<file path="config.mk">
export PLATFORM = sky130hd
export DESIGN_NAME = node_out_arbiter
export DESIGN_NICKNAME = d
export VERILOG_FILES = /design/src/rtl/node_out_arbiter.sv
export SDC_FILE = /design/constraint.sdc
export NUM_CORES = 1
export LEC_CHECK = 0
export BUFFER_PORTS_ARGS = -buffer_cell sky130_fd_sc_hd__buf_4
export CAP_MARGIN = 20
export CELL_PAD_IN_SITES_DETAIL_PLACEMENT = 0
export CELL_PAD_IN_SITES_GLOBAL_PLACEMENT = 1
export CORE_AREA = 2 2 119 121
export DETAILED_ROUTE_END_ITERATION = 10
export DIE_AREA = 0 0 121 123
export PLACE_DENSITY_LB_ADDON = 0.05
export SYNTH_ARGS = -nofsm -noshare
export SYNTH_HDL_FRONTEND = slang
export SYNTH_SLANG_ARGS = --single-unit
</file>
<file path="constraint.sdc">
create_clock -name clk -period 13.5 [get_ports clk]
set_input_delay 2.7 -clock clk [delete_from_list [all_inputs] [get_ports clk]]
set_output_delay 2.7 -clock clk [all_outputs]
set_load 0.1 [all_outputs]
</file>
<file path="src/rtl/node_out_arbiter.sv">
// -----------------------------------------------------------------------------
// node_out_arbiter
//
// Output-port arbiter for one MAZE mesh node output (local eject or one of the
// N/W/S/E mesh outputs). Five node inputs (A, N, W, S, E) compete for the port.
//
// Arbitration:
//   - Two QoS classes taken from packet bit [PKT_W-1]; the high class normally
//     wins, round-robin inside each class with an independent pointer.
//   - A starvation guard (lo_wait) forces one low-class grant after STARVE_LIM
//     consecutive high-class grants made while low-class work was pending.
//   - port_en masks requesters out of both classes in the same cycle.
//
// The winner is captured into a single output register. The register reloads
// whenever it is empty or being drained, so back-to-back traffic flows at one
// packet per cycle with a single cycle of latency.
//
// Ports:
//   clk       clock
//   rst       synchronous, active-high reset
//   req_vld   per-requester valid            (index 0=A, 1=N, 2=W, 3=S, 4=E)
//   req_pkt   per-requester packet, requester i at [i*PKT_W +: PKT_W]
//   req_rdy   per-requester ready, one-hot or zero, combinational
//   port_en   per-requester enable; a cleared bit is never granted
//   out_vld   output register valid
//   out_pkt   output register packet
//   out_port  requester index that supplied out_pkt
//   out_rdy   downstream ready
// -----------------------------------------------------------------------------
module node_out_arbiter #(
  parameter int PKT_W      = 23,
  parameter int NREQ       = 5,
  parameter int STARVE_LIM = 8
) (
  input  logic                  clk,
  input  logic                  rst,
  input  logic [NREQ-1:0]       req_vld,
  input  logic [NREQ*PKT_W-1:0] req_pkt,
  output logic [NREQ-1:0]       req_rdy,
  input  logic [NREQ-1:0]       port_en,
  output logic                  out_vld,
  output logic [PKT_W-1:0]      out_pkt,
  output logic [2:0]            out_port,
  input  logic                  out_rdy
);

  localparam int         QOS_BIT  = PKT_W - 1;
  localparam logic [7:0] LIM      = 8'(STARVE_LIM);
  localparam logic [2:0] LAST_IDX = 3'(NREQ - 1);

  // ---------------------------------------------------------------------------
  // State
  // ---------------------------------------------------------------------------
  logic [2:0] hi_ptr;
  logic [2:0] lo_ptr;
  logic [7:0] lo_wait;

  // ---------------------------------------------------------------------------
  // Request classification
  // ---------------------------------------------------------------------------
  logic [NREQ-1:0] qos_vec;
  logic [NREQ-1:0] elig;
  logic [NREQ-1:0] hi_set;
  logic [NREQ-1:0] lo_set;

  always_comb begin
    qos_vec = '0;
    for (int i = 0; i < NREQ; i++) begin
      qos_vec[i] = req_pkt[i*PKT_W + QOS_BIT];
    end
  end

  assign elig   = req_vld & port_en;
  assign hi_set = elig & qos_vec;
  assign lo_set = elig & ~qos_vec;

  // ---------------------------------------------------------------------------
  // Class selection
  // ---------------------------------------------------------------------------
  logic            load;
  logic            lo_pending;
  logic            starve;
  logic            serve_lo;
  logic [NREQ-1:0] cls_set;
  logic [2:0]      cls_ptr;

  // The output register can take a new packet when empty or when its
  // current packet leaves this cycle.
  assign load       = ~out_vld | out_rdy;
  assign lo_pending = |lo_set;
  assign starve     = (lo_wait == LIM) && lo_pending;

  // With no high-class request the low class is served even if empty; the
  // grant qualifier below then suppresses the grant.
  assign serve_lo = starve | ~(|hi_set);
  assign cls_set  = serve_lo ? lo_set : hi_set;
  assign cls_ptr  = serve_lo ? lo_ptr : hi_ptr;

  // ---------------------------------------------------------------------------
  // Round-robin pick: first set bit at or above ptr, wrapping past NREQ-1.
  // ---------------------------------------------------------------------------
  function automatic logic [2:0] rr_pick(input logic [NREQ-1:0] set,
                                         input logic [2:0]      ptr);
    logic [2:0] pick;
    logic       found;
    int         idx;
    pick  = '0;
    found = 1'b0;
    for (int k = 0; k < NREQ; k++) begin
      idx = (int'(ptr) + k) % NREQ;
      if (!found && set[idx]) begin
        found = 1'b1;
        pick  = 3'(idx);
      end
    end
    return pick;
  endfunction

  logic             grant;
  logic [2:0]       gidx;
  logic [2:0]       next_ptr;
  logic             xfer;
  logic [PKT_W-1:0] sel_pkt;

  assign grant    = load & ~rst & (|cls_set);
  assign gidx     = rr_pick(cls_set, cls_ptr);
  assign next_ptr = (gidx == LAST_IDX) ? 3'd0 : gidx + 3'd1;

  always_comb begin
    req_rdy = '0;
    for (int i = 0; i < NREQ; i++) begin
      req_rdy[i] = grant && (gidx == 3'(i));
    end
  end

  assign xfer    = |(req_vld & req_rdy);
  assign sel_pkt = req_pkt[int'(gidx)*PKT_W +: PKT_W];

  // ---------------------------------------------------------------------------
  // Output register
  // ---------------------------------------------------------------------------
  always_ff @(posedge clk) begin
    if (rst) begin
      out_vld  <= 1'b0;
      out_pkt  <= '0;
      out_port <= '0;
    end else if (load) begin
      if (xfer) begin
        out_vld  <= 1'b1;
        out_pkt  <= sel_pkt;
        out_port <= gidx;
      end else begin
        // Packet and port hold their last values; only valid drops.
        out_vld <= 1'b0;
      end
    end
  end

  // ---------------------------------------------------------------------------
  // Pointers and starvation counter. Only a real grant moves them, so a
  // stalled output freezes the arbitration history.
  // ---------------------------------------------------------------------------
  always_ff @(posedge clk) begin
    if (rst) begin
      hi_ptr  <= '0;
      lo_ptr  <= '0;
      lo_wait <= '0;
    end else if (xfer) begin
      if (serve_lo) begin
        lo_ptr  <= next_ptr;
        lo_wait <= '0;
      end else begin
        hi_ptr <= next_ptr;
        if (lo_pending && (lo_wait < LIM)) begin
          lo_wait <= lo_wait + 8'd1;
        end
      end
    end
  end

endmodule

</file>
=== Yosys cells after proc, flatten, opt, wreduce, memory -nomap -nowiden ===
Cells that the tools add are included.

* Bits of input ports: 128
* Bits in registers: 41
* Output and inout port bits: 32

* $add $sub $neg: 6
* Bitwise operators: 13
* $lt $le $gt $ge: 6
* Shifts and indexed selects: 1
* Mux-type cells: 30
* Multipliers: 1
* Div/mod/pow operators: 5
* Reduce and logical (&&, ||, !) cells: 25
* Equal/unequal tests: 5

{| class="wikitable"
|+ Operators by type and width
! kind !! count
|-
| less-than comparator 32 x 5 -> 1 bit (second input constant) || 5
|-
| remainder unit 32 x 4 -> 32 bit (second input constant) || 4
|-
| indexed part select 115 x 9 -> 23 bit || 1
|-
| remainder unit 4 x 4 -> 32 bit (second input constant) || 1
|-
| two-way mux 3 bit || 7
|-
| bitwise AND 5 bit || 4
|-
| OR reduction 5 bit || 4
|-
| two-way mux 8 bit || 2
|-
| binary-select mux 1 bit (select 3 bit) || 5
|-
| two-way mux 1 bit || 15
|-
| logical AND 1 bit || 11
|-
| adder 3 x 2 -> 4 bit (second input constant) || 2
|-
| adder 8 x 1 -> 8 bit (second input constant) || 1
|-
| == test 8 x 4 -> 1 bit (second input constant) || 1
|-
| less-than comparator 8 x 4 -> 1 bit (second input constant) || 1
|-
| multiplier 3 x 5 -> 8 bit (second input constant) || 1
|-
| AND reduction 2 bit || 4
|-
| == test 3 x 2 -> 1 bit (second input constant) || 2
|-
| two-way mux 5 bit || 1
|-
| inverter 5 bit || 1
|-
| adder 3 x 1 -> 4 bit (second input constant) || 1
|-
| adder 3 x 3 -> 4 bit (second input constant) || 1
|-
| zero test 1 bit || 4
|-
| inverter 1 bit || 4
|-
| 7 further kinds || 9
|}

=== Longest topological paths before layout ===
Gate-level depths: netlist of run 1.

* Depth after elaboration: 28
* Gate-level depth with buffers: 39
* Mapped depth without buffers: 34

=== Worst setup path before layout of run 1 ===
No wires, ideal clock.

* Path kind: input port to output port
* Start: input port req_pkt[68]
* End: output port req_rdy[3]
* Arrival: 8958 ps
* Required time: 10800 ps
* Setup slack: 1842 ps
* Stages: 27
* Buffers on the path: 2
* Cells stage by stage: nand3b_1 -> nand4_1 -> o21ai_2 -> buf_6 -> nand2_1 -> o21ai_1 -> inv_1 -> ha_1 -> nor3_1 -> nor2_1 -> ha_1 -> nor2_1 -> nand4_1 -> a31o_1 -> and2_1 -> inv_1 -> ha_1 -> nand2b_1 -> a32oi_4 -> mux2i_1 -> mux2_4 -> o22a_1 -> a211oi_4 -> buf_6 -> ha_1 -> ha_1 -> and2_1

* Cells in the longest elaborated chain, start to end: 25
* Elaborated cells between the ends (all ways): 55

{| class="wikitable"
|+ Ends and longest elaborated chain
! what !! RTL line !! source
|-
| start, declared || 38 || <nowiki>input logic [NREQ*PKT_W-1:0] req_pkt,</nowiki>
|-
| parallel branches: the longest is 22 deep, another holds remainder unit 32 x 4 -> 32 bit || n/a ||
|-
| two-way mux 3 bit * || 111 || <nowiki>if (!found && set[idx]) begin</nowiki>
|-
| named net gidx[0] || 120 || <nowiki>logic [2:0] gidx;</nowiki>
|-
| == test 3 x 2 -> 1 bit * || 132 || <nowiki>req_rdy[i] = grant && (gidx == 3'(i));</nowiki>
|-
| logical AND 1 bit * || 132 ||
|-
| end, declared || 39 || <nowiki>output logic [NREQ-1:0] req_rdy,</nowiki>
|}

Mark *: on every way through the listed nets, which the timed path passes. The select of a mux whose other input is x is not followed.

=== Final worst setup path of run 1 ===
* Start: input port req_pkt[45]
* End: output port req_rdy[0]

* Cells in the longest elaborated chain, start to end: 25
* Elaborated cells between the ends (all ways): 55

{| class="wikitable"
|+ Ends and longest elaborated chain
! what !! RTL line
|-
| parallel branches: the longest is 24 deep, another holds remainder unit 32 x 4 -> 32 bit || n/a
|-
| logical AND 1 bit * || 132
|}

Every way passes the cells marked *. The select of a mux whose other input is x is not followed.

==> summary by stage, run 1 <==
Layout
The antenna diode count is 0. From synthesis to final layout, the design area changed by 31.4%. The library cells used most frequently in the layout, excluding fill and tap cells, are sky130_fd_sc_hd__buf_4 (167), sky130_fd_sc_hd__nor2_1 (61), sky130_fd_sc_hd__a21oi_1 (52), sky130_fd_sc_hd__mux2_2 (45), sky130_fd_sc_hd__dfxtp_1 (41). The net total in the final layout is 890. The library cell used most frequently in the layout, excluding fill and tap cells, is sky130_fd_sc_hd__buf_4. The cell area after layout is 6170 um2.

Once layout is complete, the utilization of the core stands at 0.453. The share of cells above drive strength 1 is 0.341. Leaving out filler cells and counting taps, the final layout contains 921. The number of inserted filler cells in the final layout is 1394.

Power
The switching fraction of total power is 0.562. The power density over the cells is 322 nW/um2. For this design the total switching power over the nets is 1.12 mW. The post-layout total power is 1.99 mW. The part of the total power dissipated in sequential elements is 0.087. Summed over all cells, the static leakage comes to 2.55 nW. VDD sags by at most 0.000141 V.

Of the total power, combinational logic draws 0.840. The clock power share is 0.074. The internal power is 0.869 mW.

Clock tree
TritonCTS built the clock tree. The number of buffers created by CTS is 5. The number of buffers between clock root and the deepest sink is 2.

The clock latency reported for the late side of the worst-skew pair is 0.29 ns. The cell at the root of the clock tree is sky130_fd_sc_hd__clkbuf_16. The clock-pin slew of the registers on the worst-case setup and hold paths is 0.06 ns. The number of gates resized after CTS is 0. The number of H-tree levels is 2. The count of hold buffers inserted by post-cts repair is 0. The number of setup buffers added after CTS is 0.

The tree built by TritonCTS fans out to 41 sinks.

Route
The vias per cell is 5.70. The number of DRC violations after detailed routing is 0. The vias after detailed routing is 5253. For this run, the detailed router's first-pass iteration total came to 5. The DRC marker count from the first detailed-route iteration is 377. The routed wirelength normalized by instance count is 20.1 um. The final layout contains routed wiring with a total length of 18.5 mm. The count of nets left with antenna violations once routing finished came out at 0.

Global routing
The overflow left after global routing is 0. Entering global routing, the biggest net connects 42 pins. The number of antenna violations at the first check in global routing is 0. The via count of the first global-routing pass is 5237. The first global-routing pass estimated 28.6 mm of wire.

In the global route stage, overall resource usage came out at 0.247.

Worst hold path
The startpoint of the lowest-slack hold path is out_port[0]. The worst hold-check path type is register to register.

Synth
The cell count after synthesis is 597. Of all flip-flops after synthesis, the portion carrying an async set or reset was 0. Counting flops with a built-in enable in the synthesized netlist gives 0. The portion of the post-synthesis area used by sequential elements is 0.175. The number of different library cells used by synthesis comes to 83. During synthesis, Yosys emitted a total of 0 warnings. The synthesized area per cell is 7.86 um2. Counting every net in the synthesized netlist gives 747. After synthesis the netlist holds a flip-flop and latch count of 41.

Among all flip-flop cells after synthesis, the most frequent one is sky130_fd_sc_hd__dfxtp_1. The area of the mapped netlist is 4690 um2.

Timing
The slew at the pin closest to its max-slew limit is 1.04 ns. In the finished design, the share of the clock period the worst path needs comes to 0.903. Across all hold checks on the routed design, the worst slack comes to 0.460 ns. Summed over all failing endpoints, the final setup total negative slack is 0 ns.

The number of hold violations in the final report is 0. The number of pins with negative max-slew slack in the final report came to 0. The maximum clock rate is 82.0 MHz. The clock arrives with 0.00692 ns of skew.

The final count of negative-setup-slack endpoints is 0. Setup repair after global routing left no endpoint under its margin. The worst path in the final design needs a cycle of 12.20 ns, including I/O delays and setup. Headroom to the max-slew limit came out at 0.298. Across all setup checks in the final design, the least slack found is 1.30 ns.

Run
The count of maximum capacitance violations is 0.

Floorplan
After floorplanning, the core was divided into 43 placement rows. The floorplan step set the die height to 123 um. The die covers 14900 um2. The die is 121 um wide. The initial core utilization is 0.345.

160 I/O pins were placed. The floorplan step defined a core boundary enclosing 13600 um2.

Place
The post-placement cell count is 913. The final weighted congestion in routability-driven placement is 0.947. Before CTS, the worst setup slack after placement is 1.38 ns. The number of I/O port buffers is 159.

Detailed placement ended at an HPWL of 14.6 mm. The area after detailed placement is 5990 um2.

Worst setup path
The delay of the slowest cell on the worst path is 0.45 ns. The critical path data required time is 10.80 ns. On the critical path, the stage with the largest delay is an instance of sky130_fd_sc_hd__nor3_1. Data on the critical path arrives at its endpoint at 9.50 ns. The worst setup path is of the input port to output port kind. The critical path's most frequent cell is sky130_fd_sc_hd__buf_4. The critical path launch point is req_pkt[45]. The worst setup path is captured at an output port. The largest fanout on the critical path is 35.

The worst setup path is launched from an input port. The startpoint identified for the worst register-to-register timing path is lo_wait[7].

Status
The flow ran to the end, and the final reports show no timing, DRC or antenna violations.
[cell usage after synthesis, drive strengths merged, types with 10 or more instances]
cell type  number  area, um2
buf            20        148
mux2i          13        143
o211ai         12       90.1
a21oi          54        278
nand3          22        120
nand2          36        138
a22oi          26        195
clkbuf         12       45.0
ha             22        275
dfxtp          41        821
o21ai          29        156
and2           10       62.6
mux2           54        619
a211oi         32        258
nor2           63        241
inv            28        105
nor3           15       97.6
[per-layer routing]
| metal | vias to the layer above | routed length (um) | track usage |
|---|---|---|---|
| met5 | - | 0 | 0 |
| met4 | 0 | 566 | 0.0959 |
| met3 | 35 | 1130 | 0.0535 |
| met2 | 213 | 9090 | 0.419 |
| met1 | 2458 | 7750 | 0.306 |
| li1 | 2547 | - | - |
[critical path, delay by kind of cell]
kind | cells | cell delay [ns]
AOI/OAI and AO/OA | 6 | 1.52
adders and majority gates | 4 | 1.02
buffers and inverters | 7 | 1.45
muxes | 1 | 0.34
and+or+nand+nor | 11 | 2.41
[cells by family after synthesis]
logic type,Yosys count,synth area share
AOI/OAI and AO/OA,210,0.321
and+or+nand+nor,193,0.212
muxes,67,0.162
buffers and inverters,60,0.0634
DFF,41,0.175
adders and majority gates,22,0.0587
xor gates and xnor gates,4,0.00746
[final timing paths]
| check | endpoint | slack, ns | cells past startpoint |
|---|---|---|---|
| worst max-delay path | req_rdy[0] | 1.30 | 29 |
| worst min-delay path | out_port[0] | 0.46 | 2 |
| worst max register to register | lo_ptr[2] | 5.10 | 33 |
| worst min register to register | out_port[0] | 0.46 | 2 |
[final cells by class]
type / count / area [um2] / area share
tap: 180 / 225 / 0.0365
inverter: 28 / 105 / 0.0170
multi-input combinational: 496 / 3580 / 0.581
clock buffer: 6 / 139 / 0.0225
sequential: 41 / 821 / 0.133
timing repair buffer: 168 / 1260 / 0.204
clock inverter: 2 / 37.5 / 0.00609
[power by group through the flow]
stage          clock network (mW)  logic (mW)  registers [mW]
2_1_floorplan                   0        1.25           0.265
3_3_place_gp                    0        1.66           0.174
3_5_place_dp                    0        1.67           0.174
4_1_cts                     0.150        1.67           0.172
5_1_grt                     0.152        1.80           0.176
6_report                    0.146        1.67           0.172
[registers in the layout, summed over array words and instances, names as in the netlist]
signal / cells
hi_ptr: 3
lo_ptr: 3
lo_wait: 8
out_pkt: 23
out_port: 3
out_vld: 1
Power figures use the tool's default switching activity.
==> inputs of run 2 (changes only) <==
BUFFER_PORTS_ARGS = -buffer_cell sky130_fd_sc_hd__buf_2   (was -buffer_cell sky130_fd_sc_hd__buf_4)
clock period = 12.7 ns   (was 13.5 ns; I/O delays follow)
==> run 2 against run 1 <==
- first-iteration DRC count fell by 5.0%
- worst setup slack lost 0.46 ns
- clock power increased by 3%
- critical path depth down 1
- clock skew is 0.0029 ns lower
- sequential power increased by 8%
- combinational power increased by 4%
- non-clock buffer count grew 1
- routed wire length shrank 4.2%
- critical path type unchanged
- largest cell class unchanged
- largest power group unchanged
==> summary by stage, run 2 (synthesis gave the netlist of run 1 again) <==
Status
The run finished with clean final reports.

Clock tree
The number of buffers created by CTS is 5. Hold repair after CTS inserted 0 buffers. The number of H-tree levels is 2. Post-CTS repair changed the size of 0 cells.

After clock tree synthesis, the clock-pin slew on the worst setup and hold paths is 0.06 ns. The post-CTS setup buffer count is 0. The number of buffers between clock root and the deepest sink is 2. The clock latency reported for the late side of the worst-skew pair is 0.29 ns. The cell at the root of the clock tree is sky130_fd_sc_hd__clkbuf_16. CTS saw 41 sinks. TritonCTS built the clock tree.

Worst setup path
The endpoint of the lowest-slack register-to-register path is lo_ptr[2]. By startpoint and endpoint, the worst setup path is classified as input port to output port. The worst setup path is captured at an output port. The kind of start point of the critical path is an input port. The arrival time of the worst setup path is 9.32 ns.

For the worst setup path, the data required time is 10.16 ns. Of all nets on the critical path, the largest fanout is 16. The launch point of the worst reg-to-reg path is lo_wait[7]. Counting cells, the worst reg-to-reg path comes to 31. The critical path launch point is req_pkt[45]. The setup check on the worst reg-to-reg path leaves a slack of 4.45 ns. In this run the worst setup path terminates at req_rdy[3].

Layout
The finished cells cover 5810 um2. Compared with the post-synthesis result, the final layout area differs by 23.8%. The multi-input combinational cells in the finished layout cover a total of 3580 um2. Of the cells placed in the final design, the portion with a size suffix greater than 1 is 0.342. The post-route non-filler standard cell count is 923.

Leaving out fill and tap cells, the most frequent cell in the layout is sky130_fd_sc_hd__buf_2. Counting the fill cells in the layout gives 1399. The largest registers in the layout are out_pkt: 23 flops, lo_wait: 8 flops. At the end of the flow, the number of nets in the layout was 891. In the layout the commonest cells are sky130_fd_sc_hd__buf_2 (158), sky130_fd_sc_hd__nor2_1 (61), sky130_fd_sc_hd__a21oi_1 (52), sky130_fd_sc_hd__mux2_2 (45), sky130_fd_sc_hd__dfxtp_1 (41). The flip-flop count of the largest register, all copies and words added is 23. Ranked by flip-flop count, first place goes to out_pkt. In the final layout, flip-flops and latches occupy 821 um2.

Timing
Setup repair after global routing left no endpoint under its margin. Setup total negative slack on the finished layout was measured at 0 ns. The number of hold violations in the final report was 0. The number of pins with negative max-slew slack in the final report is 0. Counting I/O delays and the setup requirement, the final critical path takes 11.86 ns. In the post-route analysis, the smallest setup slack over all paths is 0.844 ns. The slew at the pin closest to its max-slew limit is 0.995 ns. Across the routed clock network, the largest skew measured is 0.00397 ns. Setup violations remaining at the end of the flow were counted as 0. Derived from the worst setup path, the maximum achievable clock frequency is 84.3 MHz. Headroom to the max-slew limit came out at 0.326. The share of the cycle needed by the critical path after routing is 0.934.

Power
The internal power is 0.913 mW. In this run the static leakage power is 2.45 nW. The net switching component of the power is 1.16 mW. Of the total power, the clock network draws 0.073. The maximum VDD drop is 0.000210 V. The share of total power dissipated in combinational logic is 0.838.

The power density over the cells is 357 nW/um2. The switching fraction of total power is 0.560. The part of the total power dissipated in sequential elements is 0.089.

Place
The final weighted congestion in routability-driven placement is 0.899. The number of I/O port buffers is 159. OpenSTA, run right after detailed placement, puts the worst setup slack at 0.923 ns.

The placed wire-length estimate is 14.1 mm. The area after detailed placement is 5630 um2. The number of placed instances, taps included, is 913.

Global routing
The total global routing track utilization is 0.235. The number of antenna violations at the first check in global routing is 2. The wire length of the first global-routing pass is 27.2 mm. The via count of the first global-routing pass is 5011. Entering global routing, the biggest net connects 42 pins. Global routing finished with a remaining overflow of 0.

Floorplan
The die boundary height is 123 um. The die covers 14900 um2. During I/O placement, the number of pins put on the boundary was 160. The cell row count is 43. The die span in x is 121 um. The initial core utilization is 0.345.

The area of the core is 13600 um2.

Worst hold path
The worst hold-check path type is register to register.

Route
Using the TritonRoute via totals, the vias-per-cell ratio works out to 5.59. The DRC marker count from the first detailed-route iteration is 358. The number of DRC violations after detailed routing is 0.

Once detail routing completed, the nets flagged for antenna violations numbered 0. The vias after detailed routing is 5162. The first TritonRoute pass finished after 5 iterations.

Dividing the detail-routed wire length by the instance count gives 19.2 um. The routed design has 17.8 mm of wire.

Run
Across the run, the number of max-cap violations was 0.
run 2: changes by cell type in the layout (fill, tap and decap cells not counted), sizes merged:
cell      previous run  this run
clkbuf               6         7
buf                168       169
clkinvlp             1         0
diode                0         1
run 2: layout make-up:
type,instances,area share
Inverter,28,0.0181
Antenna cell,1,0.000431
Timing Repair Buffer,169,0.155
Clock inverter,1,0.00517
Tap cell,180,0.0388
Clock buffer,7,0.0245
Sequential cell,41,0.141
Multi-Input combinational cell,496,0.616
run 2: per-stage QoR:
| stage | hold slack (ns) | total power, mW | utilization |
|---|---|---|---|
| floorplan | 0.431 | 1.61 | - |
| global placement | 0.438 | 1.94 | 0.413 |
| detailed placement | 0.445 | 1.92 | 0.414 |
| CTS | 0.457 | 2.08 | 0.426 |
| global route | 0.493 | 2.24 | 0.427 |
| finish | 0.452 | 2.07 | 0.427 |
run 2: worst min path at each step:
stage           startpoint     endpoint  slack (ns)  depth (start not counted)
4_1_cts        out_port[0]  out_port[0]        0.46                          2
2_1_floorplan   lo_wait[7]   lo_wait[7]        0.43                          1
3_3_place_gp   out_port[0]  out_port[0]        0.44                          2
5_1_grt         lo_wait[6]   lo_wait[6]        0.49                          1
6_report       out_port[1]  out_port[1]        0.45                          2
3_5_place_dp   out_port[0]  out_port[0]        0.45                          2
run 2: layer usage:
| metal | global-route usage | part of all wire | vias up |
|---|---|---|---|
| li1 | - | - | 2552 |
| met1 | 0.290 | 0.43 | 2377 |
| met2 | 0.397 | 0.48 | 191 |
| met3 | 0.0434 | 0.055 | 40 |
| met4 | 0.108 | 0.041 | 2 |
| met5 | 0 | 0.00039 | - |
run 2: power by group through the flow:
stage	combinational [mW]	sequential, mW	clock [mW]
after floorplan	1.33	0.281	0
after global placement	1.75	0.186	0
after detailed placement	1.73	0.186	0
after CTS	1.75	0.184	0.155
after global routing	1.89	0.188	0.160
final	1.74	0.185	0.151
run 2: worst max-delay path, cell delays in order:
cell	delay, ns
sky130_fd_sc_hd__buf_2	0.13
sky130_fd_sc_hd__nand3b_1	0.22
sky130_fd_sc_hd__nand4_1	0.25
sky130_fd_sc_hd__o21ai_2	0.56
sky130_fd_sc_hd__nand3_2	0.24
sky130_fd_sc_hd__nand2_2	0.32
sky130_fd_sc_hd__inv_2	0.16
sky130_fd_sc_hd__ha_1	0.27
sky130_fd_sc_hd__nor3_1	0.49
sky130_fd_sc_hd__nor2_1	0.15
sky130_fd_sc_hd__ha_1	0.24
sky130_fd_sc_hd__nor2_1	0.19
sky130_fd_sc_hd__nand4_1	0.18
sky130_fd_sc_hd__a31o_1	0.30
sky130_fd_sc_hd__and2_1	0.16
sky130_fd_sc_hd__inv_1	0.07
sky130_fd_sc_hd__ha_1	0.18
sky130_fd_sc_hd__nand2b_1	0.10
sky130_fd_sc_hd__a32oi_4	0.34
sky130_fd_sc_hd__mux2i_1	0.36
sky130_fd_sc_hd__mux2_4	0.33
sky130_fd_sc_hd__o22a_1	0.20
sky130_fd_sc_hd__a211oi_4	0.31
sky130_fd_sc_hd__buf_4	0.28
sky130_fd_sc_hd__ha_1	0.19
sky130_fd_sc_hd__ha_1	0.17
sky130_fd_sc_hd__and2_1	0.18
sky130_fd_sc_hd__buf_12	0.18
